<file path="config.mk">
export PLATFORM = sky130hd
export DESIGN_NAME = reg_control_sequencer
export DESIGN_NICKNAME = d
export VERILOG_FILES = /design/src/rtl/reg_control_sequencer.sv
export SDC_FILE = /design/constraint.sdc
export NUM_CORES = 1
export LEC_CHECK = 0
export ABC_AREA = 1
export CAP_MARGIN = 20
export CORE_ASPECT_RATIO = 2
export CORE_UTILIZATION = 49
export DETAILED_ROUTE_END_ITERATION = 7
export PLACE_DENSITY = 0.81
export SETUP_SLACK_MARGIN = 0.02
export SYNTH_ARGS = -nofsm -noshare
export SYNTH_HDL_FRONTEND = slang
export SYNTH_SLANG_ARGS = --single-unit
export TNS_END_PERCENT = 5
</file>
<file path="constraint.sdc">
create_clock -name clk -period 2.2 [get_ports clk]
set_input_delay 0.22 -clock clk [delete_from_list [all_inputs] [get_ports clk]]
set_output_delay 0.22 -clock clk [all_outputs]
set_load 0.01 [all_outputs]
</file>
<file path="src/rtl/reg_control_sequencer.sv">
`timescale 1ns/1ps
// reg_control_sequencer: multi-cycle fetch/decode/exec/writeback control
// sequencer for the 8-bit, 4-register datapath.
//   clk, reset             : rising-edge clock, async active-high reset
//   instr_req/instr_valid  : fetch handshake with instruction memory
//   instr                  : instruction word (op=[7:6])
//   pc                     : current fetch address, wraps modulo 2^PC_WIDTH
//   read_reg1/2, write_reg : register file addresses (rs, rt, rd)
//   write                  : register file write enable, one pulse in WB
//   alu_op, wb_sel, imm    : ALU op (0 add/1 sub), writeback select, LI data
// All outputs are registered; next values are computed from next state + IR.
module reg_control_sequencer #(
  parameter int unsigned PC_WIDTH = 8,
  parameter int unsigned PC_RESET = 0
) (
  input  logic                clk,
  input  logic                reset,
  output logic                instr_req,
  input  logic                instr_valid,
  input  logic [7:0]          instr,
  output logic [PC_WIDTH-1:0] pc,
  output logic [1:0]          read_reg1,
  output logic [1:0]          read_reg2,
  output logic [1:0]          write_reg,
  output logic                write,
  output logic                alu_op,
  output logic                wb_sel,
  output logic [7:0]          imm
);

  localparam logic [1:0] OP_LI  = 2'b10;
  localparam logic [1:0] OP_JMP = 2'b11;

  typedef enum logic [2:0] {
    S_RESET  = 3'd0,
    S_FETCH  = 3'd1,
    S_DECODE = 3'd2,
    S_EXEC   = 3'd3,
    S_WB     = 3'd4
  } state_t;

  state_t              state_q, state_d;
  logic [7:0]          ir_q, ir_d;
  logic [PC_WIDTH-1:0] pc_d;
  logic                instr_req_d;
  logic [1:0]          read_reg1_d, read_reg2_d, write_reg_d;
  logic                write_d, alu_op_d, wb_sel_d;
  logic [7:0]          imm_d;

  logic [1:0]          op;
  logic [PC_WIDTH-1:0] jmp_off;

  assign op      = ir_q[7:6];
  // Jump offset is a signed 6-bit field, extended to the pc width.
  assign jmp_off = PC_WIDTH'($signed(ir_q[5:0]));

  // State and output registers
  always_ff @(posedge clk or posedge reset) begin
    if (reset) begin
      state_q   <= S_RESET;
      ir_q      <= 8'd0;
      pc        <= PC_WIDTH'(PC_RESET);
      instr_req <= 1'b0;
      read_reg1 <= 2'd0;
      read_reg2 <= 2'd0;
      write_reg <= 2'd0;
      write     <= 1'b0;
      alu_op    <= 1'b0;
      wb_sel    <= 1'b0;
      imm       <= 8'd0;
    end else begin
      state_q   <= state_d;
      ir_q      <= ir_d;
      pc        <= pc_d;
      instr_req <= instr_req_d;
      read_reg1 <= read_reg1_d;
      read_reg2 <= read_reg2_d;
      write_reg <= write_reg_d;
      write     <= write_d;
      alu_op    <= alu_op_d;
      wb_sel    <= wb_sel_d;
      imm       <= imm_d;
    end
  end

  // Next-state and next-output logic
  always_comb begin
    state_d     = state_q;
    ir_d        = ir_q;
    pc_d        = pc;
    read_reg1_d = read_reg1;
    read_reg2_d = read_reg2;
    write_reg_d = write_reg;
    alu_op_d    = alu_op;
    wb_sel_d    = wb_sel;
    imm_d       = imm;

    case (state_q)
      S_RESET: state_d = S_FETCH;
      S_FETCH: begin
        if (instr_valid) begin
          ir_d    = instr;
          pc_d    = pc + PC_WIDTH'(1);
          state_d = S_DECODE;
        end
      end
      S_DECODE: begin
        read_reg1_d = ir_q[5:4];
        read_reg2_d = ir_q[3:2];
        // LI carries rd in the rs slot.
        write_reg_d = (op == OP_LI) ? ir_q[5:4] : ir_q[1:0];
        alu_op_d    = op[0];
        wb_sel_d    = (op == OP_LI);
        imm_d       = {4'b0000, ir_q[3:0]};
        state_d     = S_EXEC;
      end
      S_EXEC: begin
        if (op == OP_JMP) begin
          // Relative to the pc already advanced during fetch.
          pc_d    = pc + jmp_off;
          state_d = S_FETCH;
        end else begin
          state_d = S_WB;
        end
      end
      S_WB:    state_d = S_FETCH;
      default: state_d = S_RESET;
    endcase

    instr_req_d = (state_d == S_FETCH);
    write_d     = (state_d == S_WB);
  end

endmodule

</file>
==> run_results.csv <==
group,metric,value,unit
run_status,status,"complete, no violations",
critical_path,timing.rr.end,"pc[6]",
floorplan,fp.dieH,82.5,um
placed_design,post-place-ws,0.0400,ns
critical_path,setup.worst_path.class,"register to register",
synthesis,synthDistinctLibCells,27,
floorplan,num_io_pins,37,
route,vias_per_cell,5.23,
placed_design,portBuffers,32,
cts,cts_buffers,5,
floorplan,die_w,42.2,um
cts,cts.sinks,31,
finish,top_regs,"ir_q: 8 flops, pc: 8 flops",
synthesis,synthesis.instances,188,
critical_path,reg2reg_setup_slack,0.18,ns
critical_path,worstPathMaxFanout,6,
sta,worst_slack,0.182,ns
pwr,power.total,3.21,mW
sta,max_freq,496,MHz
synthesis,syn_area_per_cell,8.44,um2
route,antenna_left,0,
critical_path,r2r_start,"state_q[0]",
critical_path,cp.arrival,2.19,ns
finish,diodes,0,
route,via_count,1345,
sta,slew_violations,0,
sta,timing.setup.tns,0,ns
synthesis,yosys_warnings,0,
synthesis,syn_area,0.00159,mm2
sta,fin_crit,2.02,ns
route,drt_first_iter_violations,33,
sta,rsz0062_at_grt,"false",
global_route,grt_pass1_vias,1290,
sta,setup_viol,0,
synthesis,ys_seq_area_share,48.9,%
cts,cts_tree,"yes",
placed_design,place_congestion,0.808,
sta,hold_viol,0,
floorplan,die_area,0.00348,mm2
global_route,grt_overflow,0,
floorplan,std_cell_rows,28,
sta,hold_ws,0.322,ns
floorplan,core-area,0.00301,mm2
synthesis,synth.ff_latch_count,31,
cts,cts.clk_slew.worst_paths,0.07,ns
critical_path,crit_start,"state_q[0]",
pwr,p_leak,1.05,nW
global_route,grt_pass1_wl,5680,um
cts,clk_path_buf_depth,2,
finish,nets,243,
cts,cts_max_level,2,
min_path,min_path_type,"input pin to async pin",
cts,clkLatencyLatePin,0.28,ns
pwr,powerDensity,1550,mW/mm2
finish,layout_commonest_cell,"nand2_1",
global_route,grt_start_max_net_pins,32,
global_route,antenna_found_initial,0,
critical_path,critPathCaptureType,"register",
finish,area_delta_synth_final,30.1,%
sta,clock_skew,0.00508,ns
finish,final_cell_mix,"nand2_1 (42), clkdlybuf4s50_1 (32), dfrtp_1 (31)",
floorplan,start_util,52.7,%
route,remaining_drc_errors,0,
route,drt_wl_total,3270,um
finish,final_layout_size_suffix_gt1_share,12.8,%
cts,cts.hold.buffers_added,0,
pwr,peakVddDrop,0.00122,V
finish,final-instance-count-excl-fill,257,
critical_path,critical_path_required,2.37,ns
cts,cts_root_buf,"clkbuf_8",
critical_path,rr_worst_depth,13,
route,dr.pass1.iters,4,
route,wl_per_cell,12.7,um
critical_path,crit_path_end,"pc[6]",
critical_path,cp-start-kind,"register",
placed_design,place_inst,246,
placed_design,hpwl,2390,um
run,cap_violations,0,
global_route,track_usage,21.3,%
sta,period_share,91.7,%
## report_power, final
group          internal, mW  switching, mW
Clock                 0.366          0.218
Sequential            0.843          0.197
Combinational         0.741          0.843
## repair_timing
action,in CTS,in global routing
resized for setup,1,4
buffers inserted,1,2
endpoints found under the setup margin,1,1
pin swaps,0,1
## how the worst min path moves through the flow
stage / to / from / cells after the start
after global routing: pc[2] / reset / 3
after CTS: pc[1] / reset / 3
final: read_reg2[1] / reset / 3
after global placement: write_reg[0] / write_reg[0] / 2
after floorplan: alu_op / reset / 1
after detailed placement: write_reg[1] / write_reg[1] / 2
## logic make-up after synthesis
logic type,Yosys count,synth area share (%)
AOI/OAI and AO/OA,29,9.78
xor gates and xnor gates,2,1.10
adders and majority gates,6,5.21
buffers and inverters,34,9.62
DFF,31,48.9
muxes,2,1.42
other,1,0.236
and+or+nand+nor,83,23.7
## Yosys cell counts (all sizes together)
cell type / instances / area [um2]
mux2: 2 / 22.5
nand4: 4 / 25.0
nand3: 13 / 75.1
or2: 1 / 6.26
buf: 8 / 55.1
a31oi: 2 / 12.5
nand2: 45 / 174
a31o: 1 / 8.76
conb: 1 / 3.75
o21ai: 12 / 63.8
clkbuf: 1 / 3.75
ha: 5 / 62.6
a21oi: 14 / 70.1
xor2: 2 / 17.5
dfrtp: 31 / 776
inv: 25 / 93.8
nand3b: 2 / 15.0
fa: 1 / 20.0
nor2: 17 / 71.3
nor3: 1 / 10.0
## worst max-delay path: stages, from the launching register on
cell	delay (ns)
dfrtp_1	0.39
nand2_2	0.08
nor2_4	0.15
inv_2	0.09
nor2_4	0.09
inv_1	0.06
fa_2	0.36
nand3b_1	0.18
nand2_1	0.10
nand2_1	0.08
nand3b_1	0.11
nand3_1	0.07
nand3_1	0.08
nand2_1	0.07
## layout make-up
type,count,area [um2]
tap,30,37.5
fill,251,948
clock buffer,6,82.6
timing repair buffer,37,358
inverter,25,93.8
clock inverter,2,35.0
sequential,31,776
multi-input combinational,126,682
## per-stage QoR
step | instance area (um2) | util [%]
floorplan | 1600 | -
global placement | 1910 | 63.5
detailed placement | 1910 | 63.5
CTS | 2040 | 67.6
global route | 2060 | 68.5
finish | 2060 | 68.5
## layer usage
layer | share of wire, % | track usage, % | vias up
li1 | - | - | 671
met5 | 0 | 0 | -
met3 | 3.3 | 4.13 | 8
met4 | 2.1 | 8.44 | 0
met1 | 40 | 24.8 | 631
met2 | 55 | 38.0 | 35
No activity file was read; power rests on OpenSTA's default activity.
==> edit 1, RTL diff (same settings) <==
Put one more register stage on the output `write`, cleared by the reset. The value now appears one clock later. The other outputs are not delayed to match.
--- a/src/rtl/reg_control_sequencer.sv
+++ b/src/rtl/reg_control_sequencer.sv
@@ -40,4 +40,6 @@
   } state_t;
 
+  logic write_s0;
+
   state_t              state_q, state_d;
   logic [7:0]          ir_q, ir_d;
@@ -65,5 +67,5 @@
       read_reg2 <= 2'd0;
       write_reg <= 2'd0;
-      write     <= 1'b0;
+      write_s0  <= 1'b0;
       alu_op    <= 1'b0;
       wb_sel    <= 1'b0;
@@ -77,5 +79,5 @@
       read_reg2 <= read_reg2_d;
       write_reg <= write_reg_d;
-      write     <= write_d;
+      write_s0  <= write_d;
       alu_op    <= alu_op_d;
       wb_sel    <= wb_sel_d;
@@ -132,4 +134,12 @@
   end
 
+  always_ff @(posedge clk or posedge reset) begin
+    if (reset) begin
+      write <= '0;
+    end else begin
+      write <= write_s0;
+    end
+  end
+
 endmodule
 
Behaviour: not the same (Yosys sat finds a counterexample within 10 cycles, from zero or initial values and one cycle with reset high).
==> edit 1 against the original RTL <==
Critical path depth stayed put; design area is 3.8% higher; setup slack worse by 15 ps; synthesized area is 1.6% higher; power is 4.8% higher; sequential share of layout area is 0.21 points lower; clock power is 5.5% higher; via count is 3.1% higher; global-route usage is 1.6 points higher; sequential cell count is 1 higher; wire length is 9.9% higher; critical path type unchanged; largest cell class unchanged; largest power group unchanged.
==> edit 1: results (changes against the original RTL) <==
- CTS HTree Levels: 2 (unchanged)
- Metal2 WL: 2010 um (was 1790 um)
- Status: finished clean (unchanged)
- Netlist cell types: 27 (unchanged)
- Fill cell count: 255 (was 251)
- Setup WS pre-CTS: 82.2 ps (was 40.0 ps)
- Antenna Cells: 0 (unchanged)
- Layout cell share with drive strength beyond 1: 16.5% (was 12.8%)
- XOR/XNOR Fraction of Synth Area: 1.09% (was 1.10%)
- Vias in the first global route: 1,384 (was 1,290)
- Met3 GRT Util: 5.65% (was 4.13%)
- Routed length on met1: 1360 um (was 1310 um)
- DR WL met3: 130 um (was 109 um)
- Biggest regs: ir_q x8, pc x8 (unchanged)
- CTS clk-pin slew, worst paths: 70 ps (about the same)
- Syn Inst Count: 189 (was 188)
- Post-synthesis mux area share: 1.40% (was 1.42%)
- DRT Wirelength: 3600 um (was 3270 um)
- Cts bufs inserted: 5 (unchanged)
- Root buffer cell: clkbuf_8 (unchanged)
- Clock Skew: 5.07 ps (was 5.08 ps)
- First-pass GRT wire length: 6110 um (was 5680 um)
- Ys async rst share: 100% (unchanged)
- Initial antenna violation count: 0 (unchanged)
- Post-Place Cells: 249 (was 246)
- Number of synthesized flops with an enable pin: 0 (unchanged)
- Per-cell routed wire length: 13.8 um (was 12.7 um)
- Worst-path fanout max: 5 (was 6)
- HPWL Detailed: 2600 um (was 2390 um)
- Switching power: 1.31 mW (was 1.26 mW)
- Via-to-Cell Ratio: 5.31 (was 5.23)
- GPL Wtd Cong: 0.806 (was 0.808)
- Delay-heaviest family, CP: simple AND/OR/NAND/NOR gates (unchanged)
- Most frequent cells after synthesis: nand2_1 (43), dfrtp_1 (32), inv_1 (24), nor2_1 (16), a21oi_1 (14) (was nand2_1 (43), dfrtp_1 (31), inv_1 (24), nor2_1 (16), a21oi_1 (14))
- Max layer used: met4 (unchanged)
- DRT Pass-1 Iters: 5 (was 4)
- GRT met2 Usage: 40.0% (was 38.0%)
- Post-synthesis sequential area ratio: 49.7% (was 48.9%)
- Leakage power: 1.08 nW (was 1.05 nW)
- Largest net degree at the start of global routing: 33 (was 32)
- Grt total ovfl: 0 (unchanged)
- Adder-cell share of the synthesized area: 5.12% (was 5.21%)
- Iteration-0 DRC Markers: 31 (was 33)
- CTS max path bufs: 2 (unchanged)
- M1 GR Usage: 24.6% (was 24.8%)
- Synth Area in Compound Gates: 9.63% (was 9.78%)
- Clock insertion delay at the later pin of the skew report: 280 ps (about the same)
- Prevailing post-synth register cell: dfrtp_1 (unchanged)
- CP Data Arrival Time: 2210 ps (was 2190 ps)
- Slowest CP cell: dfrtp_1 (unchanged)
- Placed cell area: 1950 sq um (was 1910 sq um)
- Top cells by area, synth: dfrtp_1 (50%), nand2_1 (10%), inv_1 (5.6%), a21oi_1 (4.3%), ha_1 (3.9%) (was dfrtp_1 (49%), nand2_1 (10%), inv_1 (5.7%), a21oi_1 (4.4%), ha_1 (3.9%))
- PortBufs: 32 (unchanged)
- Total GRT Usage: 22.9% (was 21.3%)
- Peak VDD IR: 1000 uV (was 1220 uV)
-- edit 1: layout make-up --
cell class                 count  share of cell area, %
sequential                    32                   37.4
multi-input combinational    126                   33.2
timing repair buffer          39                   17.4
clock buffer                   7                   4.50
inverter                      25                   4.38
tap                           31                   1.81
clock inverter                 1                   1.40
-- edit 1: final timing paths --
path,from,endpoint,slack (ps),depth (start not counted)
max reg2reg,state_q[1]$_DFF_PP0_,pc[6]$_DFFE_PP0P_,170,13
min in group clk,write_s0$_DFF_PP0_,write$_DFF_PP0_,360,0
max in group asynchronous,reset,pc[5]$_DFFE_PP0P_,1580,3
min,reset,instr_req$_DFF_PP0_,320,3
min reg2reg,write_s0$_DFF_PP0_,write$_DFF_PP0_,360,0
max,state_q[1]$_DFF_PP0_,pc[6]$_DFFE_PP0P_,170,13
-- edit 1: power by group through the flow --
stage	registers (mW)	logic [mW]	clock network (mW)
2_1_floorplan	1.13	0.889	0
3_3_place_gp	1.07	1.50	0
3_5_place_dp	1.08	1.55	0
4_1_cts	1.07	1.56	0.626
5_1_grt	1.11	1.85	0.653
6_report	1.07	1.67	0.616
-- edit 1: through the flow --
stage	power, mW	utilization [%]
CTS	3.26	65.6
global placement	2.57	61.6
floorplan	2.01	-
global route	3.61	67.9
detailed placement	2.63	61.6
finish	3.36	67.9
-- edit 1: repair_timing --
item,4_1_cts,5_1_grt
gates resized for setup,0,13
endpoints found under the hold margin,0,0
buffers inserted,0,4
setup endpoints to repair,0,2
-- edit 1: worst register-to-register path, delay by kind of cell (launching register included) --
kind                     cells  cell delay (ps)
flip-flops                   1              400
buffers and inverters        2              120
adder cells (fa/ha/maj)      1              360
AND/OR/NAND/NOR             10             1040
==> edit 2, RTL diff (same settings) <==
Made on the original files. Encoding of `state_t`: now one-hot (5 bits for 5 states).
--- a/src/rtl/reg_control_sequencer.sv
+++ b/src/rtl/reg_control_sequencer.sv
@@ -32,10 +32,10 @@
   localparam logic [1:0] OP_JMP = 2'b11;
 
-  typedef enum logic [2:0] {
-    S_RESET  = 3'd0,
-    S_FETCH  = 3'd1,
-    S_DECODE = 3'd2,
-    S_EXEC   = 3'd3,
-    S_WB     = 3'd4
+  typedef enum logic [4:0] {
+    S_RESET  = 5'b00001,
+    S_FETCH  = 5'b00010,
+    S_DECODE = 5'b00100,
+    S_EXEC   = 5'b01000,
+    S_WB     = 5'b10000
   } state_t;
 
Function: same outputs for any inputs over 10 cycles, from zero or initial values and one cycle with reset high; not proved beyond that.
==> edit 2 against the original RTL <==
Setup slack got worse by 90 ps; first-iteration DRC count decreased by 30%; highest routed layer unchanged; via count increased by 5.4%; wire length increased by 9.3%; power decreased by 12%; sequential cell count increased by 2; fmax decreased by 4.3%; final cell count increased by 5.1%; synthesized area increased by 9.9%; design area increased by 8.0%.
==> edit 2: results (changes against the original RTL) <==
- Fin util: 66.0% (was 68.5%)
- Non-clock buffer share: 17.9% (was 17.3%)
- Site Rows: 30 (was 28)
- First-pass GRT wire length: 5790 um (was 5680 um)
- Vias in the first global route: 1,364 (was 1,290)
- R2R setup slack: 90 ps (was 180 ps)
- Sequential share of power: 37.7% (was 32.4%)
- CP Data Arrival Time: 2280 ps (was 2190 ps)
- Placed cell area: 2090 sq um (was 1910 sq um)
- M1 GR Usage: 20.8% (was 24.8%)
- Layout cell share with drive strength beyond 1: 20.2% (was 12.8%)
- Post-synthesis sequential area ratio: 47.5% (was 48.9%)
- Setup WS pre-CTS: -81.0 ps (was 40.0 ps)
- Bufs w/o clock: 42 (was 37)
- Largest net degree at the start of global routing: 34 (was 32)
- GPL Wtd Cong: 0.779 (was 0.808)
- Area taken by multi-input logic gates: 771 sq um (was 682 sq um)
- Iteration-0 DRC Markers: 23 (was 33)
- Worst R2R Path Depth: 15 (was 13)
- Post-Place Cells: 259 (was 246)
- Netlist cell types: 31 (was 27)
- Status: finished clean (unchanged)
- Fin cells: 270 (was 257)
- Switching power: 1.10 mW (was 1.26 mW)
- Syn Area/Cell: 8.94 sq um (was 8.44 sq um)
- Metal2 WL: 2180 um (was 1790 um)
- Register bit total from synthesis: 33 (was 31)
- DR WL met3: 86 um (was 109 um)
- Layout clock area frac: 3.87% (was 5.70%)
- Synth Area in Compound Gates: 13.7% (was 9.78%)
- Total GRT Usage: 21.1% (was 21.3%)
- Inverters: 27 (was 25)
- Peak VDD IR: 738 uV (was 1220 uV)
- Most frequent cells after synthesis: nand2_1 (42), dfrtp_1 (32), inv_1 (23), o21ai_0 (22) (was nand2_1 (43), dfrtp_1 (31), inv_1 (24), nor2_1 (16), a21oi_1 (14))
- Leakage power: 1.09 nW (was 1.05 nW)
- Postcts setup bufs: 0 (was 1)
- GRT met2 Usage: 38.4% (was 38.0%)
-- edit 2: critical path, stage by stage (launching register included) --
cell	delay, ps
dfstp_2	550
nor2_4	60
nand2_4	80
nor2_8	40
nand2_1	70
ha_2	180
inv_1	60
fa_2	350
o21ai_2	160
nand2_1	70
nand2_1	60
nand2_1	60
nand2_1	60
nand2_1	50
nand3_1	70
o21ai_0	80
-- edit 2: how the worst min path moves through the flow --
stage                     depth (start not counted)                startpoint                  endpoint  slack (ps)
after floorplan                                   1               instr_valid       instr_req$_DFF_PP0_         330
after global placement                            2  write_reg[0]$_DFFE_PP0P_  write_reg[0]$_DFFE_PP0P_         460
after detailed placement                          2  write_reg[0]$_DFFE_PP0P_  write_reg[0]$_DFFE_PP0P_         470
after CTS                                         3                     reset         pc[4]$_DFFE_PP0P_         330
after global routing                              3                     reset           write$_DFF_PP0_         400
final                                             3                     reset           write$_DFF_PP0_         320
